## src/rtl/controller_sequencer.sv

```systemverilog
// SAP-1 control unit: six-state one-hot ring (T1..T6) with an opcode decoder
// that produces the 12-bit control word and the halt indication.
module controller_sequencer (
    input  logic        CLK,
    input  logic        CLR,
    input  logic [3:0]  OPCODE,
    output logic [11:0] CON,
    output logic [5:0]  T_STATE,
    output logic        HLT
);

    localparam logic [3:0] OP_LDA = 4'b0000;
    localparam logic [3:0] OP_ADD = 4'b0001;
    localparam logic [3:0] OP_SUB = 4'b0010;
    localparam logic [3:0] OP_OUT = 4'b1110;
    localparam logic [3:0] OP_HLT = 4'b1111;

    // Control word layout: {Cp,Ep,nLm,nCE,nLi,nEi,nLa,Ea,Su,Eu,nLb,nLo}
    localparam logic [11:0] CON_NOP      = 12'h3E3;
    localparam logic [11:0] CON_FETCH_T1 = 12'h5E3;
    localparam logic [11:0] CON_FETCH_T2 = 12'hBE3;
    localparam logic [11:0] CON_FETCH_T3 = 12'h263;
    localparam logic [11:0] CON_MAR_IR   = 12'h1A3;
    localparam logic [11:0] CON_RAM_A    = 12'h2C3;
    localparam logic [11:0] CON_RAM_B    = 12'h2E1;
    localparam logic [11:0] CON_ADD_A    = 12'h3C7;
    localparam logic [11:0] CON_SUB_A    = 12'h3CF;
    localparam logic [11:0] CON_A_OUT    = 12'h3F2;

    typedef enum logic [5:0] {
        T1 = 6'b000001,
        T2 = 6'b000010,
        T3 = 6'b000100,
        T4 = 6'b001000,
        T5 = 6'b010000,
        T6 = 6'b100000
    } t_state_e;

    t_state_e state_reg, state_next;
    logic     halted_reg, halted_next;

    always_ff @(posedge CLK) begin
        if (CLR) begin
            state_reg  <= T1;
            halted_reg <= 1'b0;
        end else begin
            state_reg  <= state_next;
            halted_reg <= halted_next;
        end
    end

    assign T_STATE = state_reg;

    always_comb begin
        state_next  = state_reg;
        halted_next = halted_reg;
        CON         = CON_NOP;
        HLT         = 1'b0;
        if (CLR) begin
            // Forced NOP keeps an aborted instruction from strobing anything.
            state_next  = T1;
            halted_next = 1'b0;
        end else if (halted_reg) begin
            HLT = 1'b1;
        end else begin
            case (state_reg)
                T1: begin
                    CON        = CON_FETCH_T1;
                    state_next = T2;
                end
                T2: begin
                    CON        = CON_FETCH_T2;
                    state_next = T3;
                end
                T3: begin
                    CON        = CON_FETCH_T3;
                    state_next = T4;
                end
                T4: begin
                    state_next = T5;
                    case (OPCODE)
                        OP_LDA, OP_ADD, OP_SUB: CON = CON_MAR_IR;
                        OP_OUT:                 CON = CON_A_OUT;
                        OP_HLT: begin
                            // Ring freezes at T4 once the halt flag is set.
                            HLT         = 1'b1;
                            halted_next = 1'b1;
                            state_next  = T4;
                        end
                        default:                CON = CON_NOP;
                    endcase
                end
                T5: begin
                    state_next = T6;
                    case (OPCODE)
                        OP_LDA:         CON = CON_RAM_A;
                        OP_ADD, OP_SUB: CON = CON_RAM_B;
                        default:        CON = CON_NOP;
                    endcase
                end
                T6: begin
                    state_next = T1;
                    case (OPCODE)
                        OP_ADD:  CON = CON_ADD_A;
                        OP_SUB:  CON = CON_SUB_A;
                        default: CON = CON_NOP;
                    endcase
                end
                default: state_next = T1;
            endcase
        end
    end

endmodule

```

## config.mk

```make
export PLATFORM = sky130hd
export DESIGN_NAME = controller_sequencer
export DESIGN_NICKNAME = d
export VERILOG_FILES = /design/src/rtl/controller_sequencer.sv
export SDC_FILE = /design/constraint.sdc
export NUM_CORES = 1
export LEC_CHECK = 0
export CAP_MARGIN = 0
export CORE_UTILIZATION = 38
export DETAILED_ROUTE_END_ITERATION = 8
export GPL_TIMING_DRIVEN = 1
export PLACE_DENSITY = 0.81
export SLEW_MARGIN = 20
export SYNTH_ARGS = -nofsm -noshare
export SYNTH_HDL_FRONTEND = slang
export SYNTH_SLANG_ARGS = --single-unit
```

## constraint.sdc

```tcl
create_clock -name CLK -period 2 [get_ports CLK]
set_input_delay 0.5 -clock CLK [delete_from_list [all_inputs] [get_ports CLK]]
set_output_delay 0.5 -clock CLK [all_outputs]
set_load 0.005 [all_outputs]
```

==> results of run 1 <==
==> per-stage QoR <==
stage / hold WS (ns) / TNS, ns
detailed placement: 0.6093 / -8.267
CTS: 0.5771 / -1.923
global placement: 0.6073 / -7.889
floorplan: 0.5016 / 0
==> what timing repair did <==
action | CTS
gates resized for setup | 92
endpoints found under the setup margin | 14
hold buffers | 0
pin swaps | 21
buffers inserted | 12
gates cloned | 0
==> cell families after synthesis <==
| logic type | after synthesis |
|---|---|
| simple gates | 51 |
| compound gates | 16 |
| buf+inv | 11 |
| flops | 7 |
| xor+xnor | 5 |
| mux | 1 |
==> results.ini, run 1 <==
[outcome]
status = stopped before the end
lastStage = global routing (5_1_grt)
error = [ERROR DPL-0033] detailed placement checks failed during check placement.

[sta]
worst-ep-kind = primary output
grt-worst-endpoint = CON[6]

[global_route]
antenna_found_initial = 0
grt_start_max_net_pins = 13

[placed_design]
dpl_cell_area_um2 = 1147
place_inst = 159
dp_slack_ns = -0.8560
gp_congestion = 0.8906
portBuffers = 24
hpwl_mm = 1.711

[synthesis]
yosys.area_share.xor_xnor = 0.06731
synth_fa_ha_area_frac = 0
yosysMostFrequentCell = nor2_1
yosysWarningCount = 0
syn_area_um2 = 650.6
synth_top_area_frac = 0.2154
yosys-top-cells-count = nor2_1 (13), dfxtp_1 (7), nand3_1 (7)
synth_simple_gate_area_frac = 0.4615
yosys.area.top_type = dfxtp_1
syn_inst = 91
async_flop_share = 0
synth_compound_gate_area_share = 0.1558
ys_ff_latch = 7
seq_area_frac_synth = 0.2154
syn_area_per_cell_um2 = 7.150
synth.top_cells.by_area = dfxtp_1 (22%), nor2_1 (7.5%), nand3_1 (5.4%)
synth_top_family_by_area = simple AND/OR/NAND/NOR gates
synth_mux_area_frac = 0.01538
ys_types = 35
synth-main-ff-cell = dfxtp_1
synth_edf_count = 0
syn_nets = 97

[floorplanning]
start_util = 0.4173
rows = 14
fp.dieW_um = 43.38
io-pin-count = 25
dieHeight_um = 43.38

[clock_tree]
htreeDepth = 1
cts_buffers = 3
clock_path_buffers = 2
clock-sinks = 7
clock-root-buffer = clkbuf_4

==> run 2, diff against run 1 <==
--- a/config.mk
+++ b/config.mk
@@ -6,10 +6,11 @@
 export NUM_CORES = 1
 export LEC_CHECK = 0
 export CAP_MARGIN = 0
-export CORE_UTILIZATION = 38
+export CORE_AREA = 2 2 63 65
 export DETAILED_ROUTE_END_ITERATION = 8
+export DIE_AREA = 0 0 65 67
 export GPL_TIMING_DRIVEN = 1
-export PLACE_DENSITY = 0.81
+export PLACE_DENSITY_LB_ADDON = 0.15
 export SLEW_MARGIN = 20
 export SYNTH_ARGS = -nofsm -noshare
 export SYNTH_HDL_FRONTEND = slang
==> constraint.sdc (replaced) <==
create_clock -name CLK -period 2.6 [get_ports CLK]
set_input_delay 0.65 -clock CLK [delete_from_list [all_inputs] [get_ports CLK]]
set_output_delay 0.65 -clock CLK [all_outputs]
set_load 0.005 [all_outputs]
==> run 2 against run 1 <==
  * Synthesized cell count is the same
  * Area after synthesis unchanged
  * The run now ends clean
==> results.ini, run 2 <==
[cells_and_area]
layout-drive-gt1-share = 0.4043
diodes = 0
final_nets = 148
layout_commonest_cell = buf_4
final_cell_mix = buf_4 (26), dlygate4sd2_1 (12), nor2_1 (11), clkdlybuf4s50_1 (7)
syn2layout_area_growth_pct = 93.46
fillCellCount = 389
largest_register_ffs = 6

[floorplanning]
core_um2 = 3606
fp.dieW_um = 65  ; +50%
rows = 22  ; +8
start_util = 0.1804  ; -0.2369
dieArea_um2 = 4355
dieHeight_um = 67  ; +54%
io-pin-count = 25  ; unchanged

[worst_hold_path]
hold_class = reg -> reg

[clock_tree]
clock-root-buffer = clkbuf_8
clock-sinks = 7  ; unchanged
cts_buffers = 3  ; unchanged
clkSlewWorstSetupHoldPaths_ns = 0.04
cts_tree = built
htreeDepth = 1  ; unchanged
hold_buffers = 0  ; unchanged
clock_path_buffers = 2  ; unchanged
insertion_delay_ns = 0.23

[power_and_ir_drop]
vdd_drop_max_v = 0.0001683
p_leak_nw = 0.5354
p_per_area_nw_per_um2 = 408.9
total_power_mw = 0.5147

[placed_design]
dp_slack_ns = -0.5249  ; +0.3311 ns
portBuffers = 24  ; unchanged
gp_congestion = 0.7647  ; -14%
hpwl_mm = 1.899  ; +11%

[sta]
clock_skew_ns = 0.002480
rsz0062_at_grt = yes
worst_pin_slew_ns = 0.3232
fin_crit_sh = 0.9739
max_slew_margin = 0.7829
min_period_ns = 2.532
slew_violations = 0
setup_viol = 0
finalHoldViolCount = 0
clock.fmax_ghz = 0.3949
worst_slack_ns = 0.06777

[worst_setup_path]
endpoint = CON[6]
r2r_setup_slack_ns = 0.98
crit_path_end_kind = output pin
crit_fanout = 2
setup.worst_path.start = OPCODE[1]
r2r_cells = 6
crit_type = in -> out
arrival_ns = 1.88
critPathRequiredTime_ns = 1.95
cp-start-kind = input port
rr_startpoint = T_STATE[4]$_SDFFE_PP0N_
r2r_end = T_STATE[3]$_SDFFE_PP0N_

[synthesis]
synth_top_family_by_area = simple AND/OR/NAND/NOR gates
synth_fa_ha_area_frac = 0  ; unchanged
synth_simple_gate_area_frac = 0.4615  ; unchanged
seq_area_frac_synth = 0.2154  ; unchanged
synth_edf_count = 0  ; unchanged
yosysMostFrequentCell = nor2_1
yosys-top-cells-count = nor2_1 (13), dfxtp_1 (7), nand3_1 (7)
yosys.area.top_type = dfxtp_1
syn_area_per_cell_um2 = 7.150  ; unchanged
yosysWarningCount = 0  ; unchanged
syn_inst = 91  ; unchanged
ys_ff_latch = 7  ; unchanged
syn_nets = 97  ; unchanged
yosys.area_share.xor_xnor = 0.06731  ; unchanged
synth_compound_gate_area_share = 0.1558  ; unchanged
async_flop_share = 0  ; unchanged
synth_mux_area_frac = 0.01538  ; unchanged
ys_types = 35  ; unchanged
synth.top_cells.by_area = dfxtp_1 (22%), nor2_1 (7.5%), nand3_1 (5.4%)
synth-main-ff-cell = dfxtp_1
syn_area_um2 = 650.6  ; unchanged
synth_top_area_frac = 0.2154  ; unchanged

[routing]
drt-vias-per-instance = 4.561
dr.pass1.iters = 4
post-route-drc-count = 0
num_vias = 862
postRouteAntennaNets = 0
post_drt_wl_per_cell_um = 13.31
drt-initial-drc-count = 32
routed_wl_mm = 2.515

[outcome]
status = finished clean

[global_route]
grt_start_max_net_pins = 15
grt_pass1_wl_mm = 4.077
grt_pass1_vias = 855
antenna_found_initial = 0
grt.overflow.total = 0
grtUsageTotal = 0.1222

[run]
drv_cap = 0

==> run 2: layer usage <==
metal,part of all wire,global-route usage,wire length [um],vias up
met2,0.48,0.2023,1216,19
met1,0.47,0.1544,1182,407
met5,0,0,0,-
met3,0.034,0.03716,85,4
li1,-,-,-,432
met4,0.012,0.02926,31,0
==> run 2: layout make-up <==
class	count	area [um2]	area share
multi-input cells	73	545.5	0.4334
flip-flops and latches	7	146.4	0.1163
repair buffers	53	445.4	0.3539
well taps	48	60.06	0.04771
inverters	4	15.01	0.01193
clock buffers	3	41.29	0.03280
clock inverters	1	5.005	0.003976
==> run 2: critical path, stage by stage <==
cell and delay, ns:
dlygate4sd2_1 0.25, a211o_1 0.32, nand4_1 0.10, nand4_1 0.07, a211o_1 0.25, nand2b_1 0.14, clkbuf_2 0.11
==> run 2: kinds of logic (layout without fill, tap and decap cells) <==
kind of cell           count (synthesis)  count (layout)
flip-flops                             7               7
multiplexers                           1               1
AND/OR/NAND/NOR                       51              51
buffers and inverters                 11              61
AO/OA/AOI/OAI                         16              16
XOR/XNOR                               5               5
==> run 2: timing repair <==
item,4_1_cts,5_1_grt
buffers inserted,3,2
setup endpoints to repair,13,9
resized for setup,37,13
pin swaps,10,6
==> run 2: through the flow <==
stage	util	hold slack, ns	cell area [um2]	cells	setup TNS (ns)
after CTS	0.3341	0.6288	1205	187	-0.03946
after global placement	0.3060	0.6240	1104	180	-5.264
final	0.3491	0.6365	1259	189	0
after global routing	0.3491	0.6824	1259	189	-0.02123
after floorplan	-	0.5016	650.6	91	0
after detailed placement	0.3060	0.6267	1104	180	-5.168
==> run 2: worst min-delay path by stage <==
stage                  startpoint                      end  slack (ns)  cells past startpoint
2_1_floorplan  halted_reg$_DFF_P_  T_STATE[4]$_SDFFE_PP0N_        0.50                      2
3_3_place_gp   halted_reg$_DFF_P_  T_STATE[4]$_SDFFE_PP0N_        0.62                      3
3_5_place_dp   halted_reg$_DFF_P_  T_STATE[4]$_SDFFE_PP0N_        0.63                      3
4_1_cts        halted_reg$_DFF_P_  T_STATE[4]$_SDFFE_PP0N_        0.63                      3
5_1_grt        halted_reg$_DFF_P_  T_STATE[4]$_SDFFE_PP0N_        0.68                      3
6_report       halted_reg$_DFF_P_  T_STATE[4]$_SDFFE_PP0N_        0.64                      3
==> run 2: report_power, final <==
part / total, mW / switching, mW / internal [mW] / leakage (nW)
Combinational: 0.233 / 0.109 / 0.124 / 0.452
Clock: 0.155 / 0.0512 / 0.104 / 0.0255
Sequential: 0.126 / 0.0125 / 0.114 / 0.0581
Total: 0.515 / 0.173 / 0.342 / 0.535
No activity file was read; power rests on OpenSTA's default activity.
==> run 3, diff against run 2 <==
--- a/config.mk
+++ b/config.mk
@@ -6,9 +6,10 @@
 export NUM_CORES = 1
 export LEC_CHECK = 0
 export CAP_MARGIN = 0
-export CORE_AREA = 2 2 63 65
+export CORE_AREA = 4 4 65 67
+export CTS_CLUSTER_DIAMETER = 200
 export DETAILED_ROUTE_END_ITERATION = 8
-export DIE_AREA = 0 0 65 67
+export DIE_AREA = 0 0 69 71
 export GPL_TIMING_DRIVEN = 1
 export PLACE_DENSITY_LB_ADDON = 0.15
 export SLEW_MARGIN = 20
==> run 3 against run 2 <==
  * Sequential power up 6%
  * Register-to-register slack better by 0.06 ns
  * Clock skew down 0.0012 ns
  * Highest routed layer unchanged
==> results.ini, run 3 (synthesized netlist as in run 2, its figures left out) <==
[run]
drv_cap = 0  ; unchanged

[routing]
postRouteAntennaNets = 0  ; unchanged
post-route-drc-count = 0  ; unchanged
dr.pass1.iters = 4  ; unchanged
drt-vias-per-instance = 4.631  ; +1.5%
post_drt_wl_per_cell_um = 13.49  ; +1.4%
routed_wl_mm = 2.523  ; +0.32%
num_vias = 866  ; +0.46%
drt-initial-drc-count = 23  ; -28%

[sta]
worst_pin_slew_ns = 0.2824  ; -0.04076 ns
finalHoldViolCount = 0  ; unchanged
setup_viol = 0  ; unchanged
fin_crit_sh = 0.9720  ; -0.001910
worst_slack_ns = 0.07273  ; +0.004965 ns
max_slew_margin = 0.8115  ; +0.02853
min_period_ns = 2.527  ; -0.004965 ns
clock.fmax_ghz = 0.3957  ; +0.20%
clock_skew_ns = 0.001289  ; -0.001190 ns
slew_violations = 0  ; unchanged
fin_hold_ws_ns = 0.5843  ; -0.05213 ns

[clock_tree]
cts_buffers = 3  ; unchanged
clock_path_buffers = 2  ; unchanged
clock-sinks = 7  ; unchanged
clkSlewWorstSetupHoldPaths_ns = 0.04  ; about the same
clock-root-buffer = clkbuf_8
cts_tree = built
insertion_delay_ns = 0.23  ; about the same
htreeDepth = 1  ; unchanged

[global_route]
grt_pass1_vias = 883  ; +3.3%
grt_start_max_net_pins = 12  ; -3
antenna_found_initial = 0  ; unchanged
grt_pass1_wl_mm = 4.202  ; +3.1%
grtUsageTotal = 0.1025  ; -0.01972
grt.overflow.total = 0  ; unchanged

[placed_design]
gp_congestion = 0.7866  ; +2.9%
place_inst = 179  ; -0.56%
portBuffers = 24  ; unchanged
dp_slack_ns = -0.5216  ; +0.003262 ns
dpl_cell_area_um2 = 1084  ; -1.8%
hpwl_mm = 1.849  ; -2.6%

[worst_setup_path]
cp_top_family = compound AO/OA/AOI/OAI gates
r2r_setup_slack_ns = 1.04  ; +0.06 ns
critPathRequiredTime_ns = 1.95  ; about the same
r2r_end = T_STATE[0]$_SDFFE_PP1N_
rr_startpoint = T_STATE[4]$_SDFFE_PP0N_
crit_type = in -> out
r2r_cells = 5  ; -1
critical_path.slowest_cell = a211o_1
worst-path-buf-inv = 2  ; unchanged
crit_fanout = 2  ; unchanged
arrival_ns = 1.88  ; about the same
crit_path_end_kind = output pin
slowest_delay_ns = 0.31  ; about the same
path_cells = clkdlybuf4s15_1, a211o_1, nand4_1, nand4_1, a211o_1, nand2b_4, buf_6
cp-start-kind = input port

[worst_hold_path]
min_from = T_STATE[4]$_SDFFE_PP0N_
hold_class = reg -> reg
hold_depth = 2  ; -1
hold_end = T_STATE[4]$_SDFFE_PP0N_

[power_and_ir_drop]
switching_share = 0.3290  ; -0.006465
seqPwrFrac = 0.256  ; +0.010
p_int_mw = 0.3472  ; +1.5%
p_per_area_nw_per_um2 = 427.3  ; +4.5%
clkPwrFrac = 0.295  ; -0.007
netSwitchingPower_mw = 0.1703  ; -1.4%
p_leak_nw = 0.5023  ; -6.2%
combPwrFrac = 0.449  ; -0.004
vdd_drop_max_v = 0.0002844  ; +69%

[cells_and_area]
final_nets = 146  ; -1.4%
final_design_area_no_fill_um2 = 1211  ; -3.8%
final_cell_count_no_fill = 187  ; -1.1%
diodes = 0  ; unchanged
fillCellCount = 402  ; +3.3%
syn2layout_area_growth_pct = 86.15
regArea_um2 = 143.9  ; -1.7%
largest_register_ffs = 6  ; unchanged
multi_input_area_um2 = 543.0  ; -0.46%
layout_commonest_cell = buf_4
layout-drive-gt1-share = 0.4029  ; -0.001378
fin_util = 0.3333  ; -0.01573
final_cell_mix = buf_4 (27), nor2_1 (12), dlygate4sd2_1 (8), clkdlybuf4s50_1 (7), nand3_1 (6)

[floorplanning]
start_util = 0.1791  ; -0.001367
core_um2 = 3633  ; +0.76%
dieHeight_um = 71  ; +6.0%
rows = 22  ; unchanged
dieArea_um2 = 4899  ; +12%
io-pin-count = 25  ; unchanged
fp.dieW_um = 69  ; +6.2%

[outcome]
status = finished clean

-- run 3: per-layer routing --
layer,part of all wire,wire (um),up-vias,GRT usage
li1,-,-,431,-
met5,0,0,-,0
met3,0.056,142,2,0.03409
met2,0.51,1286,22,0.1758
met1,0.43,1088,411,0.1288
met4,0.0020,5,0,0.01085
-- run 3: repair_timing --
item | 4_1_cts | 5_1_grt
pin swaps | 12 | 3
hold buffers | 0 | 0
gates cloned | 0 | 0
gates resized for setup | 39 | 15
buffers inserted | 4 | 1
endpoints found under the setup margin | 13 | 5
-- run 3: area by class of cell --
class	count	area share
clock buffer	4	0.03719
inverter	4	0.01240
multi-input combinational	73	0.4483
sequential	7	0.1188
tap	48	0.04959
timing repair buffer	51	0.3337
-- run 3: worst register-to-register path: cells and delay by family, from the launching register on --
family | cells | cell delay [ns]
flip-flops | 1 | 0.38
multiplexers | 1 | 0.10
AND/OR/NAND/NOR | 4 | 0.97
-- run 3: power groups by stage --
stage          Clock [mW]  Sequential [mW]  Combinational [mW]
2_1_floorplan           0            0.124               0.107
3_3_place_gp            0            0.132               0.210
3_5_place_dp            0            0.132               0.207
4_1_cts             0.156            0.132               0.213
5_1_grt             0.165            0.134               0.256
6_report            0.153            0.133               0.232
-- run 3: worst max path at each step --
stage,from,to,slack [ns],depth (start not counted)
after global routing,OPCODE[0],CON[6],-0.003,7
after global placement,OPCODE[1],CON[6],-0.51,7
after CTS,OPCODE[0],CON[6],-0.04,7
after floorplan,OPCODE[1],CON[6],0.40,5
after detailed placement,OPCODE[1],CON[6],-0.52,7
final,OPCODE[0],CON[6],0.07,7
-- run 3: stage by stage --
stage	power, mW	TNS [ns]
6_report	0.5175	0
5_1_grt	0.5552	-0.002907
2_1_floorplan	0.2307	0
3_5_place_dp	0.3395	-4.954
4_1_cts	0.5011	-0.03689
3_3_place_gp	0.3422	-4.808
==> run 4, diff against run 3 <==
--- a/config.mk
+++ b/config.mk
@@ -12,6 +12,7 @@
 export DIE_AREA = 0 0 69 71
 export GPL_TIMING_DRIVEN = 1
 export PLACE_DENSITY_LB_ADDON = 0.15
+export SKIP_CTS_REPAIR_TIMING = 1
 export SLEW_MARGIN = 20
 export SYNTH_ARGS = -nofsm -noshare
 export SYNTH_HDL_FRONTEND = slang
==> run 4 against run 3 <==
  * Cell count increased by 1.1%
  * Non-clock buffer count increased by 2
  * Combinational power increased by 4%
  * Sequential power about the same
  * Count of clock-buffer cells in the layout unchanged
  * Sequential share of layout area decreased by 0.65 points
  * Worst setup slack improved by 0.018 ns
  * Final area increased by 8.6%
  * First-iteration DRC count increased by 8.7%
  * Largest power group unchanged
  * Maximum frequency increased by 0.72%
==> results.ini, run 4 (synthesized netlist as in run 2, its figures left out) <==
[sta]
worst_pin_slew_ns = 0.3064  ; +0.02394 ns
fin_hold_ws_ns = 0.5456  ; -0.03877 ns
rsz0062_at_grt = no
fin_crit_sh = 0.9651  ; -0.006922
worst_slack_ns = 0.09073  ; +0.01800 ns
clock_skew_ns = 0.003317  ; +0.002028 ns
slew_violations = 0  ; unchanged
clock.fmax_ghz = 0.3985  ; +0.72%
min_period_ns = 2.509  ; -0.01800 ns
max_slew_margin = 0.7955  ; -0.01598
setup_viol = 0  ; unchanged
finalHoldViolCount = 0  ; unchanged

[routing]
num_vias = 866  ; unchanged
post-route-drc-count = 0  ; unchanged
drt-initial-drc-count = 25  ; +8.7%
routed_wl_mm = 2.558  ; +1.4%
dr.pass1.iters = 4  ; unchanged
postRouteAntennaNets = 0  ; unchanged
drt-vias-per-instance = 4.582  ; -1.1%
post_drt_wl_per_cell_um = 13.53  ; +0.31%

[clock_tree]
clock_path_buffers = 2  ; unchanged
clock-root-buffer = clkbuf_8
htreeDepth = 1  ; unchanged
clock-sinks = 7  ; unchanged
clkSlewWorstSetupHoldPaths_ns = 0.04  ; about the same
cts_tree = built
insertion_delay_ns = 0.23  ; about the same
cts_buffers = 3  ; unchanged

[floorplanning]
core_um2 = 3633  ; unchanged
start_util = 0.1791  ; unchanged
dieArea_um2 = 4899  ; unchanged
dieHeight_um = 71  ; unchanged
fp.dieW_um = 69  ; unchanged
io-pin-count = 25  ; unchanged
rows = 22  ; unchanged

[cells_and_area]
diodes = 0  ; unchanged
layout_commonest_cell = buf_4
syn2layout_area_growth_pct = 102.1
regArea_um2 = 147.6  ; +2.6%
final_cell_count_no_fill = 189  ; +1.1%
largest_register_ffs = 6  ; unchanged
final_design_area_no_fill_um2 = 1315  ; +8.6%
layout-drive-gt1-share = 0.3688  ; -0.03408
multi_input_area_um2 = 545.5  ; +0.46%
final_cell_mix = buf_4 (26), dlymetal6s2s_1 (15), nor2_1 (12), clkdlybuf4s50_1 (8)
fillCellCount = 387  ; -3.7%
final_nets = 148  ; +1.4%

[outcome]
status = finished clean

[worst_setup_path]
cp-start-kind = input port
critPathRequiredTime_ns = 1.95  ; about the same
arrival_ns = 1.86  ; -0.02 ns
crit_path_end_kind = output pin
r2r_cells = 5  ; unchanged
crit_fanout = 5  ; +3
crit_type = in -> out

[global_route]
grt_pass1_wl_mm = 3.946  ; -6.1%
grt_pass1_vias = 826  ; -6.5%
antenna_found_initial = 0  ; unchanged
grtUsageTotal = 0.09623  ; -0.006240
grt_start_max_net_pins = 12  ; unchanged
grt.overflow.total = 0  ; unchanged

[power_and_ir_drop]
p_per_area_nw_per_um2 = 401.2  ; -6.1%
vdd_drop_max_v = 0.0002790  ; -1.9%
p_leak_nw = 0.6308  ; +26%
total_power_mw = 0.5276  ; +2.0%

[placed_design]
place_inst = 179  ; unchanged
portBuffers = 24  ; unchanged
dpl_cell_area_um2 = 1084  ; unchanged
gp_congestion = 0.7866  ; unchanged
dp_slack_ns = -0.5216  ; unchanged
hpwl_mm = 1.849  ; unchanged

[worst_hold_path]
hold_class = reg -> reg
hold_depth = 2  ; unchanged

[run]
drv_cap = 0  ; unchanged

## run 4: path summary, 6_finish.rpt
check                                        startpoint                      end  slack [ns]
worst max register to register  T_STATE[5]$_SDFFE_PP0N_  T_STATE[0]$_SDFFE_PP1N_        1.05
worst min register to register  T_STATE[4]$_SDFFE_PP0N_  T_STATE[4]$_SDFFE_PP0N_        0.55
worst min-delay path            T_STATE[4]$_SDFFE_PP0N_  T_STATE[4]$_SDFFE_PP0N_        0.55
worst max-delay path                                CLR                  CON[11]        0.09
## run 4: critical path, cell delays in order
cell and delay, ns:
dlymetal6s2s_1 0.13, or2_4 0.29, and4bb_2 0.29, clkdlybuf4s50_1 0.50
## run 4: final cells by class
class	instances	area share
inverter	4	0.01142
clock buffer	4	0.03425
sequential	7	0.1123
tap	48	0.04567
multi-input combinational	73	0.4148
timing repair buffer	53	0.3815
## run 4: stage by stage
stage / utilization / setup TNS (ns)
after global routing: 0.3619 / 0
after CTS: 0.3106 / -5.079
final: 0.3619 / 0
after floorplan: - / 0
after detailed placement: 0.2982 / -4.954
after global placement: 0.2982 / -4.808
## run 4: report_power, final
| part | switching [mW] | internal, mW | total [mW] |
|---|---|---|---|
| combinational | 0.106 | 0.135 | 0.241 |
| sequential | 0.0193 | 0.116 | 0.135 |
| clock | 0.0457 | 0.106 | 0.152 |
## run 4: routing by layer
layer | vias up | track usage | part of all wire | wire length (um)
li1 | 433 | - | - | -
met1 | 412 | 0.1277 | 0.45 | 1145
met2 | 21 | 0.1589 | 0.50 | 1291
met3 | 0 | 0.02983 | 0.047 | 121
met4 | 0 | 0.008677 | 0 | 0
met5 | - | 0 | 0 | 0
